--- src/rtl/mux_nx1_scan.sv ---
// rtl/mux_nx1_scan.sv - registered N-channel mux, manual select or round-robin scan (option: MUX_SCAN_MASK_EN)
module mux_nx1_scan #(
  parameter int WIDTH = 4,
  parameter int N_CH  = 4,
  parameter int SEL_W = 2,
  parameter int DWELL = 4
) (
  input  logic                  clock,
  input  logic                  reset_n,
  input  logic [N_CH*WIDTH-1:0] in_bus,
  input  logic [SEL_W-1:0]      sel,
  input  logic                  modo,
  input  logic                  enable,
`ifdef MUX_SCAN_MASK_EN
  input  logic [N_CH-1:0]       ch_mask,
`endif
  output logic [WIDTH-1:0]      out,
  output logic [SEL_W-1:0]      out_ch,
  output logic                  out_valid,
  output logic                  scan_wrap
);

  localparam int              DW_W       = (DWELL > 1) ? $clog2(DWELL) : 1;
  localparam logic [DW_W-1:0] DWELL_LAST = DW_W'(DWELL - 1);

  typedef enum logic [1:0] {IDLE, MANUAL, SCAN} state_t;

  state_t           state, state_nxt;
  logic [SEL_W-1:0] idx, idx_nxt;
  logic [DW_W-1:0]  dwell, dwell_nxt;
  logic [WIDTH-1:0] out_nxt;
  logic [SEL_W-1:0] out_ch_nxt;
  logic             out_valid_nxt;
  logic             scan_wrap_nxt;

  // Channel k of the packed bus; indices beyond the last channel read as zero.
  function automatic logic [WIDTH-1:0] pick(input logic [N_CH*WIDTH-1:0] bus,
                                            input logic [SEL_W-1:0] k);
    pick = '0;
    for (int c = 0; c < N_CH; c++)
      if (int'(k) == c) pick = bus[c*WIDTH +: WIDTH];
  endfunction

`ifdef MUX_SCAN_MASK_EN
  // Lowest enabled channel, used as the scan starting point.
  function automatic logic [SEL_W-1:0] first_set(input logic [N_CH-1:0] m);
    first_set = '0;
    for (int c = N_CH - 1; c >= 0; c--)
      if (m[c]) first_set = SEL_W'(c);
  endfunction

  // Next enabled channel after cur (circular); MSB flags that the search passed index 0.
  function automatic logic [SEL_W:0] next_set(input logic [SEL_W-1:0] cur,
                                              input logic [N_CH-1:0]  m);
    logic             found;
    logic [SEL_W-1:0] n;
    logic             w;
    int               c;
    found = 1'b0;
    n     = cur;
    w     = 1'b0;
    for (int k = 1; k <= N_CH; k++) begin
      c = (int'(cur) + k) % N_CH;
      if (!found && m[c]) begin
        found = 1'b1;
        n     = SEL_W'(c);
        w     = (int'(cur) + k >= N_CH);
      end
    end
    return {w, n};
  endfunction
`endif

  // State register.
  always_ff @(posedge clock or negedge reset_n) begin
    if (!reset_n) state <= IDLE;
    else          state <= state_nxt;
  end

  // Next state: modo picks the mode on every enabled edge, from any state.
  always_comb begin
    state_nxt = state;
    if (enable) state_nxt = modo ? SCAN : MANUAL;
  end

  // Next datapath values; a mode change always overrides a pending scan advance.
  always_comb begin
    idx_nxt       = idx;
    dwell_nxt     = dwell;
    out_nxt       = out;
    out_ch_nxt    = out_ch;
    out_valid_nxt = out_valid;
    scan_wrap_nxt = 1'b0;
    if (enable) begin
      if (!modo) begin
        out_ch_nxt = sel;
        if (int'(sel) < N_CH) begin
          out_nxt       = pick(in_bus, sel);
          out_valid_nxt = 1'b1;
        end else begin
          out_nxt       = '0;
          out_valid_nxt = 1'b0;
        end
      end else if (state != SCAN) begin
        dwell_nxt = '0;
`ifdef MUX_SCAN_MASK_EN
        if (ch_mask == '0) begin
          idx_nxt       = '0;
          out_nxt       = '0;
          out_ch_nxt    = '0;
          out_valid_nxt = 1'b0;
        end else begin
          idx_nxt       = first_set(ch_mask);
          out_nxt       = pick(in_bus, idx_nxt);
          out_ch_nxt    = idx_nxt;
          out_valid_nxt = 1'b1;
        end
`else
        idx_nxt       = '0;
        out_nxt       = pick(in_bus, '0);
        out_ch_nxt    = '0;
        out_valid_nxt = 1'b1;
`endif
      end else begin
`ifdef MUX_SCAN_MASK_EN
        if (ch_mask == '0) begin
          dwell_nxt     = '0;
          out_nxt       = '0;
          out_ch_nxt    = idx;
          out_valid_nxt = 1'b0;
        end else begin
          if (dwell == DWELL_LAST) begin
            dwell_nxt                = '0;
            {scan_wrap_nxt, idx_nxt} = next_set(idx, ch_mask);
          end else begin
            dwell_nxt = dwell + DW_W'(1);
          end
          out_nxt       = pick(in_bus, idx_nxt);
          out_ch_nxt    = idx_nxt;
          out_valid_nxt = 1'b1;
        end
`else
        if (dwell == DWELL_LAST) begin
          dwell_nxt = '0;
          if (int'(idx) == N_CH - 1) begin
            idx_nxt       = '0;
            scan_wrap_nxt = 1'b1;
          end else begin
            idx_nxt = idx + SEL_W'(1);
          end
        end else begin
          dwell_nxt = dwell + DW_W'(1);
        end
        out_nxt       = pick(in_bus, idx_nxt);
        out_ch_nxt    = idx_nxt;
        out_valid_nxt = 1'b1;
`endif
      end
    end
  end

  // Datapath registers; reset clears everything including any wrap pulse in flight.
  always_ff @(posedge clock or negedge reset_n) begin
    if (!reset_n) begin
      idx       <= '0;
      dwell     <= '0;
      out       <= '0;
      out_ch    <= '0;
      out_valid <= 1'b0;
      scan_wrap <= 1'b0;
    end else begin
      idx       <= idx_nxt;
      dwell     <= dwell_nxt;
      out       <= out_nxt;
      out_ch    <= out_ch_nxt;
      out_valid <= out_valid_nxt;
      scan_wrap <= scan_wrap_nxt;
    end
  end

endmodule

--- config.mk ---
export PLATFORM = sky130hd
export DESIGN_NAME = mux_nx1_scan
export DESIGN_NICKNAME = d
export VERILOG_FILES = /design/src/rtl/mux_nx1_scan.sv
export SDC_FILE = /design/constraint.sdc
export NUM_CORES = 1
export LEC_CHECK = 0
export CAP_MARGIN = 5
export CORE_MARGIN = 4
export CORE_UTILIZATION = 48
export CTS_BUF_LIST = sky130_fd_sc_hd__clkbuf_2 sky130_fd_sc_hd__clkbuf_4 sky130_fd_sc_hd__clkbuf_8
export DETAILED_ROUTE_END_ITERATION = 8
export PLACE_DENSITY = 0.81
export RECOVER_POWER = 50
export SYNTH_ARGS = -nofsm -noshare
export SYNTH_HDL_FRONTEND = slang
export SYNTH_SLANG_ARGS = --single-unit
--- constraint.sdc ---
create_clock -name clock -period 2.45 [get_ports clock]
set_input_delay 0.3675 -clock clock [delete_from_list [all_inputs] [get_ports clock]]
set_output_delay 0.3675 -clock clock [all_outputs]
set_load 0.01 [all_outputs]
## Word-level counts from Yosys, hierarchy flattened

Cells that the tools add are included.

| word-level totals | value |
|---|---|
| output and inout bits | 8 |
| register bits after elaboration | 14 |
| word-level logic and storage cells | 46 |
| bits of input ports | 22 |

| cells by class | value |
|---|---|
| equality and inequality tests | 9 |
| $add $sub $neg | 2 |
| mux-type cells | 25 |
| reductions and logical operators | 3 |

Operators by type and width:

| cell | count |
|---|---|
| $mux W4 | 10 |
| $mux W2 | 10 |
| $eq A2 B2 Y1 const B | 5 |
| $eq A2 B1 Y1 const B | 3 |
| $mux W1 | 5 |
| $add A2 B1 Y2 const B | 2 |
| $logic_not A2 Y1 | 2 |
| $ne A2 B2 Y1 const B | 1 |
| $reduce_and A2 Y1 | 1 |

## Logic depth before layout (Yosys ltp)

| depth | value |
|---|---|
| depth after elaboration | 13 |
| mapped depth | 7 |
| depth with buffers taken out | 5 |

## Worst setup path after synthesis

Ideal clock, no wire load.

| path | value |
|---|---|
| path type | reg-to-reg |
| from | register idx[1] |
| to | register out[0] |
| path buffers | 1 |
| stages on the path, launching flop included | 7 |
| data required time | 2314 ps |
| arrival | 1566 ps |
| setup slack | 748 ps |
| path through | dfrtp_1 -> ha_1 -> clkbuf_2 -> nand2b_1 -> o21ai_2 -> a2111oi_0 -> o22ai_1 |

| on the way | value |
|---|---|
| word-level cells in the longest chain between the ends | 13 |
| elaborated cells between the ends (all ways) | 17 |
| those cells by class | add/sub: 1; eq/ne: 4; mux: 11; reduce/logical: 1 |

RTL lines:

| item | RTL line | source |
|---|---|---|
| start: declaration | 29 | `logic [SEL_W-1:0] idx, idx_nxt;` |
| start signal: assignment | 172 | `idx <= idx_nxt;` |
| $add A2 B1 Y2 / $eq A2 B1 Y1 (equally long branches) | 149, 145 |  |
| $mux W2 | 145 | `if (int'(idx) == N_CH - 1) begin` |
| $mux W2 * | 143 | `if (dwell == DWELL_LAST) begin` |
| $mux W2 * | 104 | `end else if (state != SCAN) begin` |
| $mux W2 * | 95 | `if (!modo) begin` |
| $mux W2 * | 94 | `if (enable) begin` |
| $logic_not A2 Y1 | 41 | `if (int'(k) == c) pick = bus[c*WIDTH +: WIDTH];` |
| $mux W4 (3 in series) | 41 |  |
| $mux W4 * | 41 |  |
| $mux W4 * | 104 |  |
| $mux W4 * | 95 |  |
| end signal: assignment | 174 | `out <= out_nxt;` |
| end: declaration | 17 | `output logic [WIDTH-1:0] out,` |

Every way passes the cells marked *; elsewhere a longest branch is shown, timed or not. The select of a mux whose other input is x is not followed.
A chain may end at the register's enable or synchronous reset.

## Worst setup path in the final report

| path | value |
|---|---|
| from | register dwell[0] |
| to | register out[0] |

| on the way | value |
|---|---|
| word-level cells in the longest chain between the ends | 12 |
| elaborated cells between the ends (all ways) | 15 |
| those cells by class | eq/ne: 4; mux: 10; reduce/logical: 1 |

RTL lines:

| item | RTL line | source |
|---|---|---|
| start: declaration | 30 | `logic [DW_W-1:0] dwell, dwell_nxt;` |
| start signal: assignment | 173 | `dwell <= dwell_nxt;` |
| $eq A2 B2 Y1 * | 143 |  |
| $mux W2 * | 143 |  |
| $mux W2 * | 104 |  |
| $mux W2 * | 95 |  |
| $mux W2 * | 94 |  |
| $logic_not A2 Y1 | 41 |  |
| $mux W4 (3 in series) | 41 |  |
| $mux W4 * | 41 |  |
| $mux W4 * | 104 |  |
| $mux W4 * | 95 |  |

Marked as above.

==> metrics.md <==
| Metric | Value |
|---|---|
| RePlAce Congestion | `0.8607` |
| Vias per cell | `5.956` |
| Post-route setup slack | `0.3089 ns` |
| Unrepaired setup endpoints after global routing | `false` |
| IO Port Bufs | `29` |
| Global-route wire length before repair | `4650 um` |
| Mapped Area | `1027 um^2` |
| Syn Area/Cell | `9.877 um^2` |
| Number of distinct library cells after synthesis | `40` |
| Slew headroom | `0.5653` |
| Setup slack, reg-to-reg | `0.31 ns` |
| TritonCTS clock tree | `built` |
| IO Count | `30` |
| Design area | `1343 um^2` |
| Worst Min Path Start | `out_valid` |
| Synth Area in Adders | `0.02436` |
| Die height | `54.26 um` |
| Hpwl dp | `2188 um` |
| Leading area contributor after synthesis | `dfrtp_1` |
| Setup_tns | `0 ns` |
| Drt first pass iters | `5` |
| Clk_lat worst skew | `0.29 ns` |
| CP startpoint kind | `flip-flop` |
| Core Area | `2002 um^2` |
| Slew of the pin with the lowest slew margin | `0.6499 ns` |
| Place WS | `0.3639 ns` |
| Share of total power in the clock network | `0.251` |
| Total of max-cap violations | `0` |
| Register area share after synthesis | `0.3410` |
| Leak | `0.5912 nW` |
| Worst reg2reg endpoint | `out[0]` |
| DRC | `0` |
| Post-route ant nets | `0` |
| Row cnt | `16` |
| Hold Crit Endpoint | `out_valid` |
| Postcts setup bufs | `0` |
| Placed cell area | `1328 um^2` |
| Sw power | `0.0001520 W` |
| Antenna Diode Count | `0` |
| Reg clk slew, reported paths | `0.09 ns` |
| Cell Pwr Density | `402.6 nW/um^2` |
| Flop pwr share | `0.482` |
| Initial Util | `0.5131` |
| Final min period | `2.141 ns` |
| CTS Buf Count | `3` |
| Multiplexer area fraction after synthesis | `0.1523` |
| Die area | `2944 um^2` |
| Final worst clock skew | `0.008993 ns` |
| Area grow syn2layout | `30.69%` |
| WHS Path Cells | `1` |
| Main combinational cell family by area after synthesis | `compound AO/OA/AOI/OAI gates` |
| Initial drt markers | `21` |
| CTS root buffer | `clkbuf_4` |
| Critical Path RT | `2.59 ns` |
| Mapped Nets | `128` |
| # hold bufs at CTS | `0` |
| Tcrit/Tclk final | `0.8739` |
| Initial antenna violation count | `0` |
| Int Pwr | `0.0003885 W` |
| Post-synthesis instance total | `104` |
| Number of global-route vias before repair | `985` |
| Top cells by area, synth | `dfrtp_1, mux4_2, nor2_1` |
| Worst vdd ir | `0.3994 mV` |
| Worst-case reg-to-reg path depth | `5` |
| Gates resized, CTS repair | `0` |
| Simple-gate area share of the yosys netlist | `0.1230` |
| CP Class | `flip-flop to flip-flop` |
| Yosys warning count | `0` |
| Mean routed wirelength per cell | `17.86 um` |
| DRT Wirelength | `2822 um` |
| Synthesized flop and latch total | `14` |
| Fmax | `467.0 MHz` |
| Layout cells sized above 1 | `0.1298` |
| Largest net degree at the start of global routing | `19` |
| Clock Path Buffers | `2` |
| DR vias | `941` |
| Compound-Gate Fraction of Synth Area | `0.2960` |
| Setup crit end kind | `flip-flop` |
| H-tree depth | `1` |
| Crit-path max FO | `18` |
| Final hold viol count | `0` |
| WP data arrival | `2.28 ns` |
| Synth top area share | `0.3410` |
| Status | `complete, no violations` |
| Pins Over Slew Limit | `0` |
| Reg2reg start | `dwell[0]` |
| Total track usage | `0.2222` |
| Synth Area in XOR/XNOR | `0` |
| Logic pwr share | `0.267` |
| Final nets | `157` |
| CTS sink cnt | `14` |
| Hold Crit Class | `flip-flop to flip-flop` |
| Final setup violation count | `0` |
| Gr ovfl total | `0` |
| Sw frac | `0.2812` |
| Die width | `54.26 um` |
kinds of logic (layout without fill, tap and decap cells):
group	Yosys count	in the layout
fa+ha+maj	2	2
simple gates	23	23
buf+inv	13	40
mux	10	10
flops	14	14
compound gates	42	42
layout make-up:
cell class	count	area, um^2
flip-flops and latches	14	350.3
multi-input cells	77	611.8
well taps	27	33.78
repair buffers	32	305.3
clock buffers	3	22.52
inverters	5	18.77
fillers	174	659.4
state kept, by name (all words and copies together) (netlist names):
name / cells
scan_wrap: 1
dwell: 2
state: 2
out: 4
idx: 2
out_ch: 2
out_valid: 1
how the worst max path moves through the flow:
stage | cells after the start | to | start
floorplan | 6 | out[0] | idx[1]
global placement | 4 | out[0] | sel[0]
detailed placement | 5 | out[0] | dwell[0]
CTS | 5 | out[0] | dwell[0]
global route | 5 | out[0] | dwell[0]
finish | 5 | out[0] | dwell[0]
power by group through the flow:
stage / Clock [W] / Combinational [W] / Sequential (W)
floorplan: 0 / 0.0000598 / 0.000268
global placement: 0 / 0.000144 / 0.000264
detailed placement: 0 / 0.000145 / 0.000264
CTS: 0.000138 / 0.000147 / 0.000260
global route: 0.000148 / 0.000157 / 0.000262
finish: 0.000136 / 0.000144 / 0.000261
Yosys cell counts:
library cell / number
or3_1: 1
a2111oi_1: 1
a2111oi_0: 3
buf_4: 1
a31oi_1: 1
nand2b_1: 3
o21ai_0: 7
a21oi_1: 7
clkbuf_1: 2
a21boi_0: 1
a31o_2: 3
and3_1: 1
a22o_1: 2
mux2_2: 2
mux4_2: 3
buf_6: 1
o31ai_1: 1
nand2_1: 1
ha_1: 2
clkbuf_2: 2
o211a_1: 3
o21ai_1: 1
nor2_4: 1
o2111ai_1: 1
or3b_4: 1
a32oi_1: 1
nor2_1: 11
o22ai_1: 3
o21ai_2: 1
mux4_1: 1
or2_2: 1
dfrtp_1: 14
o211ai_2: 1
or3b_1: 1
a32o_1: 1
buf_2: 2
inv_1: 5
mux2i_1: 4
nor2b_1: 2
a21boi_1: 4
routing by layer:
layer | GRT usage | up-vias | routed length, um | share of wire
met5 | 0 | - | 0 | 0
met4 | 0.04979 | 0 | 16 | 0.0057
met3 | 0.07629 | 2 | 208 | 0.074
met2 | 0.3088 | 43 | 1268 | 0.45
met1 | 0.3282 | 437 | 1328 | 0.47
li1 | - | 459 | - | -
metrics by stage:
stage | total power [W] | util | hold slack [ns] | cells
5_1_grt | 0.0005672 | 0.6706 | 0.5160 | 158
2_1_floorplan | 0.0003278 | - | 0.07191 | 104
3_5_place_dp | 0.0004095 | 0.6631 | 0.4507 | 155
6_report | 0.0005405 | 0.6706 | 0.4651 | 158
3_3_place_gp | 0.0004083 | 0.6631 | 0.4506 | 155
4_1_cts | 0.0005448 | 0.6744 | 0.4735 | 158
cell usage in the layout (no fill, tap or decap), types with 3 or more instances in the layout:
cell type        count
a2111oi_0            3
a21boi_1             4
a21oi_1              7
a31o_2               3
clkbuf_4             3
clkdlybuf4s50_1     27
dfrtp_1             14
inv_1                5
mux2i_1              4
mux4_2               3
nand2b_1             3
nor2_1              11
o211a_1              3
o21ai_0              7
o22ai_1              3
critical path, cell delays in order, from the launching register on:
cell,delay (ns)
dfrtp_1,0.39
ha_1,0.54
or3_1,0.24
o21ai_2,0.07
a2111oi_0,0.58
o22ai_1,0.18
Power figures use the tool's default switching activity.
